### src/rtl/backend_cfg_serializer.sv
// Backend serial configuration initiator: reset sequencing, ready wait,
// MSB-first frame shifting on sclk/sdout and vco1_fast flag return.
module backend_cfg_serializer #(
    parameter int FRAME_BITS    = 5,
    parameter int CLK_DIV       = 2,
    parameter int RST_CYCLES    = 8,
    parameter int READY_TIMEOUT = 256,
    parameter int GAP_CYCLES    = 4
) (
    input  logic                  i_clk,
    input  logic                  i_reset,
    input  logic                  i_start,
    input  logic [FRAME_BITS-1:0] i_data,
    input  logic                  i_ready,
    input  logic                  i_vco1_fast,
    output logic                  o_resetbAll,
    output logic                  o_sclk,
    output logic                  o_sdout,
    output logic                  o_busy,
    output logic                  o_done,
    output logic                  o_link_up,
    output logic                  o_timeout,
    output logic                  o_vco1_fast
);

    localparam int MAX_A = (RST_CYCLES > READY_TIMEOUT) ? RST_CYCLES : READY_TIMEOUT;
    localparam int MAX_B = (GAP_CYCLES > CLK_DIV) ? GAP_CYCLES : CLK_DIV;
    localparam int MAX_C = (MAX_A > MAX_B) ? MAX_A : MAX_B;
    localparam int CW    = (MAX_C > 1) ? $clog2(MAX_C) : 1;
    localparam int BW    = (FRAME_BITS > 1) ? $clog2(FRAME_BITS) : 1;

    localparam logic [CW-1:0] RST_LAST = CW'(RST_CYCLES - 1);
    localparam logic [CW-1:0] TMO_LAST = CW'(READY_TIMEOUT - 1);
    localparam logic [CW-1:0] DIV_LAST = CW'(CLK_DIV - 1);
    localparam logic [CW-1:0] GAP_LAST = CW'(GAP_CYCLES - 1);
    localparam logic [BW-1:0] BIT_LAST = BW'(FRAME_BITS - 1);

    typedef enum logic [2:0] {
        RST_HOLD,
        WAIT_RDY,
        IDLE,
        SHIFT,
        GAP
    } state_t;

    state_t                state, state_n;
    logic [CW-1:0]         cnt, cnt_n;
    logic [BW-1:0]         bit_cnt, bit_cnt_n;
    logic [FRAME_BITS-1:0] shreg, shreg_n, shifted;
    logic                  sclk_n, sdout_n, timeout_n, done_n;
    logic                  rdy_meta, rdy_s, vco_meta;

    assign shifted = shreg << 1;

    always_comb begin
        state_n   = state;
        cnt_n     = cnt + 1'b1;
        bit_cnt_n = bit_cnt;
        shreg_n   = shreg;
        sclk_n    = o_sclk;
        sdout_n   = o_sdout;
        timeout_n = o_timeout;
        unique case (state)
            RST_HOLD: begin
                sclk_n  = 1'b0;
                sdout_n = 1'b0;
                if (cnt == RST_LAST) begin
                    state_n = WAIT_RDY;
                    cnt_n   = '0;
                end
            end
            WAIT_RDY: begin
                // Ready arriving on the last count wins over the timeout.
                if (rdy_s) begin
                    state_n = IDLE;
                    cnt_n   = '0;
                end else if (cnt == TMO_LAST) begin
                    state_n   = RST_HOLD;
                    cnt_n     = '0;
                    timeout_n = 1'b1;
                end
            end
            IDLE: begin
                cnt_n   = '0;
                sclk_n  = 1'b0;
                sdout_n = 1'b0;
                if (!rdy_s) begin
                    state_n = RST_HOLD;
                end else if (i_start) begin
                    state_n   = SHIFT;
                    shreg_n   = i_data;
                    sdout_n   = i_data[FRAME_BITS-1];
                    bit_cnt_n = '0;
                end
            end
            SHIFT: begin
                if (!rdy_s) begin
                    state_n = RST_HOLD;
                    cnt_n   = '0;
                    sclk_n  = 1'b0;
                    sdout_n = 1'b0;
                end else if (cnt == DIV_LAST) begin
                    cnt_n = '0;
                    if (!o_sclk) begin
                        sclk_n = 1'b1;
                    end else if (bit_cnt == BIT_LAST) begin
                        state_n = GAP;
                        sclk_n  = 1'b0;
                        sdout_n = 1'b0;
                    end else begin
                        // Next bit is launched together with the falling edge.
                        bit_cnt_n = bit_cnt + 1'b1;
                        shreg_n   = shifted;
                        sdout_n   = shifted[FRAME_BITS-1];
                        sclk_n    = 1'b0;
                    end
                end
            end
            GAP: begin
                sclk_n  = 1'b0;
                sdout_n = 1'b0;
                if (!rdy_s) begin
                    state_n = RST_HOLD;
                    cnt_n   = '0;
                end else if (cnt == GAP_LAST) begin
                    state_n = IDLE;
                    cnt_n   = '0;
                end
            end
            default: begin
                state_n = RST_HOLD;
                cnt_n   = '0;
                sclk_n  = 1'b0;
                sdout_n = 1'b0;
            end
        endcase
        done_n = (state_n == GAP) && (cnt_n == GAP_LAST);
    end

    always_ff @(posedge i_clk) begin
        if (i_reset) begin
            state       <= RST_HOLD;
            cnt         <= '0;
            bit_cnt     <= '0;
            shreg       <= '0;
            rdy_meta    <= 1'b0;
            rdy_s       <= 1'b0;
            vco_meta    <= 1'b0;
            o_vco1_fast <= 1'b0;
            o_resetbAll <= 1'b0;
            o_sclk      <= 1'b0;
            o_sdout     <= 1'b0;
            o_busy      <= 1'b1;
            o_done      <= 1'b0;
            o_link_up   <= 1'b0;
            o_timeout   <= 1'b0;
        end else begin
            state       <= state_n;
            cnt         <= cnt_n;
            bit_cnt     <= bit_cnt_n;
            shreg       <= shreg_n;
            rdy_meta    <= i_ready;
            rdy_s       <= rdy_meta;
            vco_meta    <= i_vco1_fast;
            o_vco1_fast <= vco_meta;
            o_resetbAll <= (state_n != RST_HOLD);
            o_sclk      <= sclk_n;
            o_sdout     <= sdout_n;
            o_busy      <= (state_n != IDLE);
            o_done      <= done_n;
            o_link_up   <= (state inside {IDLE, SHIFT, GAP});
            o_timeout   <= timeout_n;
        end
    end

endmodule

### config.mk
export PLATFORM = sky130hd
export DESIGN_NAME = backend_cfg_serializer
export DESIGN_NICKNAME = d
export VERILOG_FILES = /design/src/rtl/backend_cfg_serializer.sv
export SDC_FILE = /design/constraint.sdc
export NUM_CORES = 1
export LEC_CHECK = 0
export CAP_MARGIN = 10
export CELL_PAD_IN_SITES_DETAIL_PLACEMENT = 0
export CELL_PAD_IN_SITES_GLOBAL_PLACEMENT = 1
export CORE_AREA = 4 4 66 68
export DETAILED_ROUTE_END_ITERATION = 16
export DIE_AREA = 0 0 70 72
export DONT_BUFFER_PORTS = 1
export PLACE_DENSITY_LB_ADDON = 0.1
export SLEW_MARGIN = 20
export SYNTH_ARGS = -nofsm -noshare
export SYNTH_HDL_FRONTEND = slang
export SYNTH_SLANG_ARGS = --single-unit
export TNS_END_PERCENT = 20
### constraint.sdc
create_clock -name i_clk -period 3.3 [get_ports i_clk]
set_input_delay 0.66 -clock i_clk [delete_from_list [all_inputs] [get_ports i_clk]]
set_output_delay 0.66 -clock i_clk [all_outputs]
set_load 0.02 [all_outputs]
## Word-level counts from Yosys, hierarchy flattened

Cells that the tools add are included.

- Add/sub/neg operators: 2
- Equal/unequal tests: 20
- Multiplexer cells: 45
- Bitwise logic cells: 2
- Reduce and logical (&&, ||, !) cells: 9

Operator list:

| operator | count |
|---|---|
| 8-bit 2-to-1 mux | 7 |
| 3-bit 2-to-1 mux | 17 |
| 8-bit case mux with 4 select lines | 1 |
| 4-bit 2-to-1 mux | 6 |
| 8-bit by 2-bit == test with 1-bit output (second input constant) | 2 |
| 3-bit case mux with 5 select lines | 1 |
| 2-bit inequality test (second input constant) | 6 |
| 3-bit == test (second input constant) | 3 |
| 1-bit 2-to-1 mux | 9 |
| 8-bit by 1-bit adder with 8-bit output (second input constant) | 1 |
| 8-bit by 1-bit == test with 1-bit output (second input constant) | 1 |
| 8-bit by 3-bit == test with 1-bit output (second input constant) | 1 |
| 8-bit == test (second input constant) | 1 |
| 4-bit case mux with 2 select lines | 1 |
| 7-bit AND reduction | 1 |
| 3-bit by 2-bit == test with 1-bit output (second input constant) | 2 |
| 3-bit inequality test (second input constant) | 2 |
| 3-bit case mux with 2 select lines | 1 |
| 3-bit AND reduction | 2 |
| 3-bit nonzero test | 2 |
| 3-bit by 1-bit adder with 3-bit output (second input constant) | 1 |
| 3-bit by 1-bit == test with 1-bit output (second input constant) | 1 |
| 3-bit logical NOT | 1 |
| 3-bit by 2-bit inequality test with 1-bit output (second input constant) | 1 |
| other kinds (6) | 7 |

- Register bits: 29
- Input port bits: 10
- Logic and storage cells: 93

## Depth between registers and ports, before layout

- Depth in word-level cells: 8
- Mapped depth: 8
- Mapped depth without buffers: 7

## Worst setup path after synthesis

No wires, ideal clock.

- Kind: register to register
- Start: reg cnt[0]
- End: reg o_done
- Library setup time: 0.092 ns
- Arrival: 1.870 ns
- Required time: 3.208 ns
- Slack: 1.338 ns
- Stages on the path, launching flop included: 7
- Clock period less this slack: 1.962 ns
- Path through: dfxtp_1 > ha_1 > or4b_4 > o21ai_4 > nand2_2 > o31a_1 > nor4_1

- Cells in the longest elaborated chain, start to end: 6
- Elaborated cells between the ends (all ways): 24
- Those cells by class: add/sub: 1; eq/ne: 6; mux: 16; reduce/logical: 1

RTL lines:

| what | RTL line | text |
|---|---|---|
| start: declaration | 47 | `logic [CW-1:0] cnt, cnt_n;` |
| start signal: assignment | 159 | `cnt <= cnt_n;` |
| 8-bit by 1-bit adder with 8-bit output (tied with other cells) | 57 | `cnt_n = cnt + 1'b1;` |
| 8-bit 2-to-1 mux (tied with other cells) | 125 | `end else if (cnt == GAP_LAST) begin` |
| 8-bit 2-to-1 mux (tied with other cells) | 122 | `if (!rdy_s) begin` |
| 8-bit case mux with 4 select lines / 3-bit case mux with 5 select lines (equally long branches) | 63 | `unique case (state)` |
| 8-bit by 2-bit == test with 1-bit output / 3-bit == test (equally long branches) | 137 | `done_n = (state_n == GAP) && (cnt_n == GAP_LAST);` |
| 1-bit logical AND * | 137 |  |
| end signal: assignment | 170 | `o_done <= done_n;` |
| end: declaration | 20 | `output logic o_done,` |

Mark *: on every way between the ends. The rest lies on a longest branch, timed or not.
A chain may end at the register's enable or synchronous reset.

## Worst setup path after layout

- Start: reg state[1]
- End: reg bit_cnt[1]

- Cells in the longest elaborated chain, start to end: 3
- Elaborated cells between the ends (all ways): 11
- Those cells by class: eq/ne: 8; mux: 1; reduce/logical: 2

RTL lines:

| what | RTL line | text |
|---|---|---|
| start: declaration | 46 | `state_t state, state_n;` |
| start signal: assignment | 158 | `state <= state_n;` |
| 3-bit by 2-bit == test with 1-bit output | 63 |  |
| 2-bit inequality test (no line) / 2-bit nonzero test (equally long branches) | - |  |
| 7-bit AND reduction (no line) | - |  |
| end signal: assignment | 160 | `bit_cnt <= bit_cnt_n;` |
| end: declaration | 48 | `logic [BW-1:0] bit_cnt, bit_cnt_n;` |

Parallel ways exist; a longest one is shown, timed or not.

==> summary.md <==
| Metric | Value |
|---|---|
| Finished Cell Area | approximately 0.0016 sq mm |
| Slew HR | a little over a third |
| Vias in the first global route | 1082 |
| Delay-heaviest family, CP | simple AND/OR/NAND/NOR gates |
| Largest net degree at the start of global routing | 21 |
| GR Overflow Total | 0 |
| Post-CTS Hold Fix Bufs | 0 |
| Hold Path Stages | 1 |
| Post-synth top area cell | dfxtp_1 |
| Total Routed Length | approximately 3.3 mm |
| RSZ-0062 raised after global routing | no |
| Global Route met2 Usage | between 20% and 30% |
| Data required, critical path | ~3.5 ns |
| Register bit total from synthesis | 29 |
| Netlist cell types | 50 |
| Worst IR Drop VDD | approximately 0.21 mV |
| Clock share of power | a little over two fifths |
| Diodes inserted | 0 |
| Gate power share | between 4 and 5% |
| CTS tree | done |
| Leakage power | 0.542 nW |
| Most common cell in the netlist | dfxtp_1 |
| Final setup fails | 0 |
| Worst slew pin tran | about 0.96 ns |
| Max Slew Vio Count | 0 |
| Cell Area, Synth | between 0.001 and 0.0015 sq mm |
| Place WS | 0.904 ns |
| HP Class | flop to flop |
| F_max | roughly 0.41 GHz |
| Antenna viol nets, final | 0 |
| Post-CTS sizing | 0 |
| Share of the synthesized area in the top cell type | 38.8% |
| Multiplexer share of the synthesized area | about 1.4% |
| Clock Tree Buf Depth | 2 |
| Met3 usage in global routing | between 4 and 5% |
| IO Count | 18 |
| Status | complete, no violations |
| Crit share post-route | between 70% and 80% |
| Starting Density | between 30% and 40% |
| CTS buffer count | 5 |
| Buf+Inv Stages, Crit Path | 0 |
| Largest family of logic cells by synthesized area | simple AND/OR/NAND/NOR gates |
| Complex-gate fraction of the synthesized area | between 10% and 20% |
| Total negative slack | 0 ns |
| Yosys Warn Count | 0 |
| CP max stage delay | about 0.76 ns |
| Die ar. | just over 0.005 sq mm |
| Worst path depth | 5 |
| Site row count | 23 |
| Placed Area | about 0.0015 sq mm |
| Post-synth top cells | dfxtp_1 (29), nor2_1 (20), nand2_1 (13), nand3_1 (11), nor2b_1 (9) |
| Power Density | 427 mW/mm^2 |
| Clock transition at path regs | 0.06 ns |
| Drt pass-1 iters | 4 |
| Post-Synth Simple-Gate Area | roughly a third |
| Adder-Cell Fraction of Synth Area | under 10% |
| Routed vias/inst | about 5.7 |
| Die height | 72 um |
| Clock skew | roughly 0.0042 ns |
| Synth top area cells | dfxtp_1 (39%), nor2_1 (5.0%), nor2b_1 (3.8%) |
| Flop pwr share | 54.2% |
| NumNets Final | about 180 |
| Final WS setup | about 0.87 ns |
| Xor/xnor share of the synthesized area | between 3 and 4% |
| Worst setup path class | flop to flop |
| H-tree depth | 2 |
| Switching Fraction | ~23% |
| Number of port buffers | 0 |
| Initial antenna violation count | 0 |
| Max-cap check violation count | 0 |
| Min cycle time layout | around 2.4 ns |
| Vias | 1247 |
| Internal power | approximately 0.00052 W |
| Layout cells sized above 1 | under 10% |
| Syn-to-layout area delta | 5.10% |
| Total track usage | 13.6% |
| Detailed Place HPWL | between 2 and 2.5 mm |
| Main flop type after synthesis | dfxtp_1 |
| Post-synth ARST share | 0% |
| Critical path fanouts, max | 11 |
| Worst skew pair latency | around 0.28 ns |
| Syn Nets | 190 |
| WL/cell | between 15 and 20 um |
| Seq/Total Area, Yosys | between 30 and 40% |
| Nature of the critical path startpoint | flop |
| Routability-driven placement congestion ratio | about 0.84 |
| GRT met1 Usage | between 10% and 20% |
| CP max-delay cell | a32oi_1 |
| GR peak layer | met2 |
| Die X | approximately 70 um |
| Drt drc | 0 |
| CTS root buf | clkbuf_8 |
| Core box area | about 0.0039 sq mm |
| Cell Chain, Critical Path | nor2b_1 > nand3_1 > a32oi_1 > mux2i_1 > nor3_1 |
| Crit path DAT | 2.59 ns |
| Clk sink count | 29 |
| Final hold violations | 0 |
| Number of setup buffers added after CTS | 0 |
| FF-to-FF path depth | 5 |
| CP endpoint kind | flop |
| Drt first-iter violations | 110 |
| Synth Instances | about 180 |
| Net Sw Power | 0.000152 W |
| EDFF count, synth | 0 |
| First-pass GRT wire length | between 5 and 6 mm |
| Mean Syn Cell Area | between 8 and 9 sq um |
-- metal layers --
metal,up-vias,wire [um]
met3,6,170
met5,-,0
li1,618,-
met2,38,1660
met4,0,46
met1,585,1470
-- layout by cell type (no fill, tap or decap), types with 2 or more instances in the layout --
master | Yosys | layout
dfxtp_1 | 29 | 29
nor2_1 | 20 | 20
nand2_1 | 13 | 13
nand3_1 | 11 | 11
nor2b_1 | 9 | 9
nand4_1 | 8 | 8
inv_1 | 6 | 6
nor3_1 | 6 | 6
clkbuf_8 | 0 | 5
o21ai_0 | 4 | 4
xnor2_1 | 4 | 4
a311oi_1 | 4 | 4
a21oi_1 | 4 | 4
nor4_1 | 4 | 4
ha_1 | 4 | 4
clkbuf_1 | 7 | 3
xor2_1 | 2 | 2
a32oi_1 | 2 | 2
and3_1 | 2 | 2
nand2b_1 | 2 | 2
o31ai_1 | 2 | 2
-- worst paths after layout --
check	startpoint	endpoint	slack (ns)
min	rdy_meta	rdy_s	0.44
max reg2reg	state[1]	bit_cnt[1]	0.87
min reg2reg	rdy_meta	rdy_s	0.44
max	state[1]	bit_cnt[1]	0.87
-- kinds of logic after synthesis --
family | after synthesis
xor gates and xnor gates | 6
DFF | 29
and+or+nand+nor | 86
buffers and inverters | 20
muxes | 2
adders and majority gates | 4
AOI/OAI and AO/OA | 29
-- registers in the layout, summed over array words and instances (netlist names), 3 cells and up --
| name | count |
|---|---|
| bit_cnt | 3 |
| shreg | 4 |
| state | 3 |
| cnt | 8 |
-- power by group through the flow --
stage          Combinational [W]  Clock [W]  Sequential (W)
6_report               0.0000276   0.000280        0.000364
5_1_grt                0.0000313   0.000305        0.000365
4_1_cts                0.0000277   0.000288        0.000364
3_5_place_dp           0.0000275          0        0.000372
3_3_place_gp           0.0000279          0        0.000371
2_1_floorplan          0.0000283          0        0.000368
-- area by class of cell --
cell class                      instances  area, sq um
Clock buffer                            8         80.1
Multi-Input combinational cell        127          828
Tap cell                               50         62.6
Sequential cell                        29          581
Fill cell                             417         2280
Inverter                                6         22.5
-- per-stage QoR --
stage / total power [W] / cells / util [%] / hold slack (ns)
after floorplan: 0.000396 / 176 / - / 0.414
after global placement: 0.000399 / 212 / 38.7 / 0.424
after detailed placement: 0.000399 / 212 / 38.7 / 0.432
after CTS: 0.000680 / 220 / 40.8 / 0.436
after global routing: 0.000701 / 220 / 40.8 / 0.430
final: 0.000671 / 220 / 40.8 / 0.438
No activity file was read; power rests on OpenSTA's default activity.
